$ cat src/rtl/evaluador_estado.sv
// evaluador_estado: filters the four need levels into the pet's displayed state,
// with tick-based persistence, a sleep toggle and sticky death. Optional macro: TEST_MODE_EN.
module evaluador_estado #(
    parameter int DIV          = 50_000_000,
    parameter int PERSIST      = 3,
    parameter int MUERTE_TICKS = 30
) (
    input  logic       clk,
    input  logic       reset,
    input  logic [1:0] Nivel_Animo,
    input  logic [1:0] Nivel_Energia,
    input  logic [1:0] Nivel_Descanso,
    input  logic [1:0] Nivel_Medicina,
    input  logic       Entrada_Dormir,
`ifdef TEST_MODE_EN
    input  logic       Bot_Test,
`endif
    output logic [2:0] Estado,
    output logic       Cambio,
    output logic       Alerta
);

    typedef enum logic [2:0] {
        NEUTRO     = 3'd0,
        FELIZ      = 3'd1,
        HAMBRIENTO = 3'd2,
        CANSADO    = 3'd3,
        ENFERMO    = 3'd4,
        TRISTE     = 3'd5,
        DORMIDO    = 3'd6,
        MUERTO     = 3'd7
    } estado_t;

    localparam int PW = $clog2(DIV);
    localparam int HW = $clog2(PERSIST + 1);
    localparam int DW = $clog2(MUERTE_TICKS + 1);

    logic [PW-1:0] presc;
    logic          presc_wrap;
    logic          tick;
    logic [2:0]    zeros;
    logic [HW-1:0] hold_cnt, hold_nxt;
    logic [DW-1:0] death_cnt, death_nxt;
    estado_t       estado_q, estado_nxt, cand, last_cand, last_cand_nxt;

    assign presc_wrap = (presc == PW'(DIV - 1));

`ifdef TEST_MODE_EN
    assign tick = Bot_Test || presc_wrap;
`else
    assign tick = presc_wrap;
`endif

    always_ff @(posedge clk) begin
        if (reset) begin
            presc <= '0;
        end
`ifdef TEST_MODE_EN
        else if (Bot_Test) begin
            presc <= '0;
        end
`endif
        else if (presc_wrap) begin
            presc <= '0;
        end else begin
            presc <= presc + 1'b1;
        end
    end

    assign zeros = {2'b00, Nivel_Animo    == 2'd0}
                 + {2'b00, Nivel_Energia  == 2'd0}
                 + {2'b00, Nivel_Descanso == 2'd0}
                 + {2'b00, Nivel_Medicina == 2'd0};

    // Most urgent need wins; FELIZ only when every level is comfortably high.
    always_comb begin
        cand = NEUTRO;
        if (Nivel_Medicina == 2'd0) begin
            cand = ENFERMO;
        end else if (Nivel_Energia == 2'd0) begin
            cand = HAMBRIENTO;
        end else if (Nivel_Descanso == 2'd0) begin
            cand = CANSADO;
        end else if (Nivel_Animo == 2'd0) begin
            cand = TRISTE;
        end else if (Nivel_Animo[1] && Nivel_Energia[1] && Nivel_Descanso[1] && Nivel_Medicina[1]) begin
            cand = FELIZ;
        end
    end

    always_comb begin
        estado_nxt    = estado_q;
        hold_nxt      = hold_cnt;
        last_cand_nxt = last_cand;
        death_nxt     = death_cnt;

        if (tick) begin
            if (zeros >= 3'd2) begin
                if (death_cnt != DW'(MUERTE_TICKS)) begin
                    death_nxt = death_cnt + 1'b1;
                end
            end else begin
                death_nxt = '0;
            end
        end

        // Candidate tracking is frozen while asleep or dead.
        if (tick && estado_q != DORMIDO && estado_q != MUERTO) begin
            if (cand == last_cand) begin
                if (hold_cnt != HW'(PERSIST)) begin
                    hold_nxt = hold_cnt + 1'b1;
                end
            end else begin
                hold_nxt      = HW'(1);
                last_cand_nxt = cand;
            end
        end

        if (estado_q != MUERTO) begin
            if (tick && death_nxt == DW'(MUERTE_TICKS)) begin
                estado_nxt = MUERTO;
            end else if (estado_q == DORMIDO) begin
                if (Entrada_Dormir || (tick && Nivel_Descanso == 2'd3)) begin
                    estado_nxt = cand;
                    hold_nxt   = '0;
                end
            end else if (Entrada_Dormir) begin
                estado_nxt = DORMIDO;
            end else if (tick && hold_nxt == HW'(PERSIST) && cand != estado_q) begin
                estado_nxt = cand;
            end
        end
    end

    always_ff @(posedge clk) begin
        if (reset) begin
            estado_q  <= NEUTRO;
            last_cand <= NEUTRO;
            hold_cnt  <= '0;
            death_cnt <= '0;
            Cambio    <= 1'b0;
            Alerta    <= 1'b0;
        end else begin
            estado_q  <= estado_nxt;
            last_cand <= last_cand_nxt;
            hold_cnt  <= hold_nxt;
            death_cnt <= death_nxt;
            Cambio    <= (estado_nxt != estado_q);
            Alerta    <= (zeros != 3'd0);
        end
    end

    assign Estado = estado_q;

endmodule
$ cat config.mk
export PLATFORM = sky130hd
export DESIGN_NAME = evaluador_estado
export DESIGN_NICKNAME = d
export VERILOG_FILES = /design/src/rtl/evaluador_estado.sv
export SDC_FILE = /design/constraint.sdc
export NUM_CORES = 1
export LEC_CHECK = 0
export BUFFER_PORTS_ARGS = -buffer_cell sky130_fd_sc_hd__clkbuf_2
export CAP_MARGIN = 40
export CELL_PAD_IN_SITES_DETAIL_PLACEMENT = 1
export CELL_PAD_IN_SITES_GLOBAL_PLACEMENT = 1
export CORE_MARGIN = 1.5
export CORE_UTILIZATION = 40
export CTS_CLUSTER_SIZE = 40
export DETAILED_ROUTE_END_ITERATION = 8
export GPL_ROUTABILITY_DRIVEN = 0
export GPL_TIMING_DRIVEN = 1
export PLACE_DENSITY = 0.72
export SLEW_MARGIN = 30
export SYNTH_ARGS = -nofsm -noshare
export SYNTH_HDL_FRONTEND = slang
export SYNTH_SLANG_ARGS = --single-unit
export TNS_END_PERCENT = 30
$ cat constraint.sdc
create_clock -name clk -period 2.5 [get_ports clk]
set_input_delay 0.125 -clock clk [delete_from_list [all_inputs] [get_ports clk]]
set_output_delay 0.125 -clock clk [all_outputs]
set_load 0.02 [all_outputs]
==> run summary <==
The via count of the first global-routing pass is 1,991. The compound-cell area share of the yosys netlist came out at between 10% and 20%. Across the VDD grid, the largest voltage drop is between 200 and 300 uV. The starting utilization of the core area came out at 42.19%.

The site row count came out at 26. The worst path arrival time is ~2.6 ns. The final antenna-violating net count came out at 0.

By area, the combinational part of the netlist is dominated by simple AND/OR/NAND/NOR gates. The fmax is 418.9 MHz. The full die area came out at about 5900 sq um.

The share of synthesized area occupied by flip-flops and latches came out at 37.38%. The max-capacitance violation count is 0. The number of antenna diodes in the final layout is 0. The number of design-rule violations left by the first detailed-router iteration came out at 93. The share of layout cells above drive strength 1 came out at 20.61%. The number of non-filler instances in the completed layout came out at between 300 and 400.

The initial antenna violation count is 0. The maximum fanout along the worst path came out at 3. The final setup violation count is 0. The pre-antenna-repair detailed-routing pass consisted of 4 iterations. The run finished with clean final reports. Global routing used 18.60% of the available tracks across all layers. In this run the tool buffered the top-level ports with 15 buffer cells. By startpoint and endpoint, the worst setup path is classified as in2reg. The filler cells instantiated in the layout total 650. After detailed routing, the average wire length per cell comes to 13.99 microns. The smallest hold slack is ~0.23 ns. The wire length of the first global-routing pass came out at 8838 microns. The height of the die is a little under 80 microns. The area occupied by multi-input gates came out at 1370 sq um. The share of async-settable or async-resettable flops after synthesis is 0%.

The number of buffers added by the clock tree synthesis step is 5. The HPWL after detailed placement is a little under 4000 microns. The total DRC errors in the routed layout is 0.

The final-layout setup total negative slack came out at 0 ns. The relative slew slack is 67.23%. The number of synthesized flops with an enable pin is 0. For this design the top-level I/O count stands at 16. The number of sinks handled by clock tree synthesis came out at a little over 40.

TritonCTS built the clock tree. In the finished design, the share of the clock period the worst path needs comes to roughly 95%. The final-report hold violation count is 0. The setup check on the worst reg-to-reg path leaves a slack of 0.21 ns.

The areal power density over the cells is 528.5 nW/um^2. The region available for standard cell placement spans 5205 sq um. The net count of the finished layout is roughly 310. The time the worst path needs with I/O delays and setup is 2.387 ns. The count of pins over their slew limit is 0. The clock transition at the registers of the reported paths is around 0.08 ns. The simple logic cell fraction of the synthesized area came out at a little over 30%. The post-synthesis instance area came out at 2196 sq um. The endpoint kind of the worst setup timing path is a flip-flop. Entering global routing, the biggest net connects 26 pins. The count of warnings emitted by yosys is 0. The per-cell via count in the routed design is 5.331. Summing the areas of all fa, ha and maj instances in the mapped netlist gives 4.330% of the synthesized area. The maximum root-to-sink buffer count came out at 2. The area added between synthesis and finish came out at 18.63%. The number of hold buffers added after CTS was 0. The number of nets in the synthesized netlist is around 280. The clock reaches the later pin of the worst-skew pair after 0.30 ns.

The class of the worst hold path is in2reg. The portion of synthesized area spent on multiplexers is ~2.1%. Synthesis produced between 200 and 300 cells. The actual transition at the worst max-transition pin came out at 0.4915 ns. The fraction of synthesized cell area in xor and xnor cells came out at 9.174%. In this run the clock root is driven by a clkbuf_8. For this run the aggregate overflow at the end of global routing stands at 0. The worst setup path is launched from a primary input. Detailed routing inserted a total of 1,951 vias.

The H-tree generated during clock tree synthesis spans 2 levels. For this design the static power due to leakage is around 1 nW. The mean instance size in the synthesized netlist came out at just over 8 sq um. After synthesis the netlist holds a flip-flop and latch count of 41. After detailed placement, the design holds a cell count of roughly 360. The footprint of the flip-flops and latches is between 800 and 900 sq um. Among all flip-flop cells after synthesis, the most frequent one is dfxtp_1. The final wirelength came out at 5122 microns.

The required time of the critical path came out at 2.68 ns. The count of different cell masters after synthesis is 52. The worst setup skew after layout is approximately 0.007 ns. In this run the horizontal extent of the chip is approximately 77 microns.
## worst max-delay path: stages
cell      delay (ns)
clkbuf_2        0.10
or2_4           0.26
fa_1            0.46
inv_1           0.08
ha_2            0.19
inv_2           0.04
ha_4            0.16
nor2_4          0.09
o21ai_2         0.06
nor4_2          0.29
and4_4          0.28
nor2_2          0.06
nand4_1         0.09
o221a_1         0.19
a31oi_2         0.08
## layout by cell type, fill, tap and decap left out, drive strengths merged, types with 3 or more instances in the layout
master / count
and3: 6
a21oi: 12
nand4: 8
nor4: 4
o21ai: 10
xnor2: 6
nor2: 43
dfxtp: 41
buf: 14
or3: 4
inv: 8
ha: 6
a211oi: 3
and2: 4
o22ai: 3
nand3: 10
xor2: 17
nor3: 5
nand2: 31
clkbuf: 22
and4: 4
a31oi: 6
or2: 5
## layer usage
layer	global-route usage (%)	routed length, microns	vias to the layer above
li1	-	-	997
met1	22.86	2447	931
met2	32.04	2482	16
met3	3.571	117	7
met4	7.091	74	0
met5	0	0	-
## synthesized netlist by cell type (all sizes together), types with 3 or more instances
cell	instances	area [sq um]
xor2	17	148.9
nand3	10	50.05
or3	4	25.02
nand4	8	50.05
a21oi	12	60.06
o21ai	10	50.05
and3	6	37.54
inv	8	30.03
ha	6	75.07
dfxtp	41	820.8
nand2	31	118.9
o22ai	3	18.77
nor2	43	161.4
nor4	4	25.02
a31oi	6	43.79
xnor2	6	52.55
nor3	5	36.29
and2	4	27.53
or2	5	31.28
a211oi	3	22.52
and4	4	36.29
clkbuf	5	18.77
## final timing paths
| path | endpoint | startpoint | cells past startpoint |
|---|---|---|---|
| worst min register to register | last_cand[0] | last_cand[0] | 2 |
| worst max register to register | Cambio | presc[8] | 8 |
| worst min-delay path | Estado[0] | Entrada_Dormir | 4 |
| worst max-delay path | Cambio | Nivel_Energia[1] | 15 |
## metrics by stage
stage          instance area (sq um)  power (mW)  worst slack [ns]  util (%)
2_1_floorplan                   2216      0.7769          0.005479         -
3_3_place_gp                    2446      0.8218           -0.1761     47.00
3_5_place_dp                    2446      0.8246           -0.2666     47.00
4_1_cts                         2562       1.389           0.03949     49.23
5_1_grt                         2605       1.435          -0.04397     50.05
6_report                        2605       1.377            0.1129     50.05
## report_power, final
group          switching, mW  leakage, nW  internal, mW  total [mW]
clock                  0.238       0.0585         0.326       0.563
combinational         0.0781        0.607        0.0607       0.139
sequential            0.0111        0.332         0.663       0.675
## flip-flops by register name, summed over array words and instances (netlist names)
signal,cells
Cambio,1
last_cand,3
Alerta,1
presc,26
death_cnt,5
Estado,3
hold_cnt,2
## kinds of logic after synthesis
| logic type | after synthesis |
|---|---|
| simple gates | 132 |
| buf+inv | 14 |
| mux | 4 |
| compound gates | 44 |
| fa+ha+maj | 7 |
| xor+xnor | 23 |
| flops | 41 |
## cell type report
cell class / instances / share of cell area [%]
multi-input cells: 210 / 52.59
flip-flops and latches: 41 / 31.51
repair buffers: 29 / 6.916
well taps: 70 / 3.362
clock buffers: 7 / 3.314
clock inverters: 1 / 1.153
inverters: 8 / 1.153
## repair_timing
action	in CTS	in global routing
setup buffers	0	1
endpoints found under the hold margin	0	0
endpoints found under the setup margin	0	6
resized for setup	0	10
No activity file was read; power rests on OpenSTA's default activity.
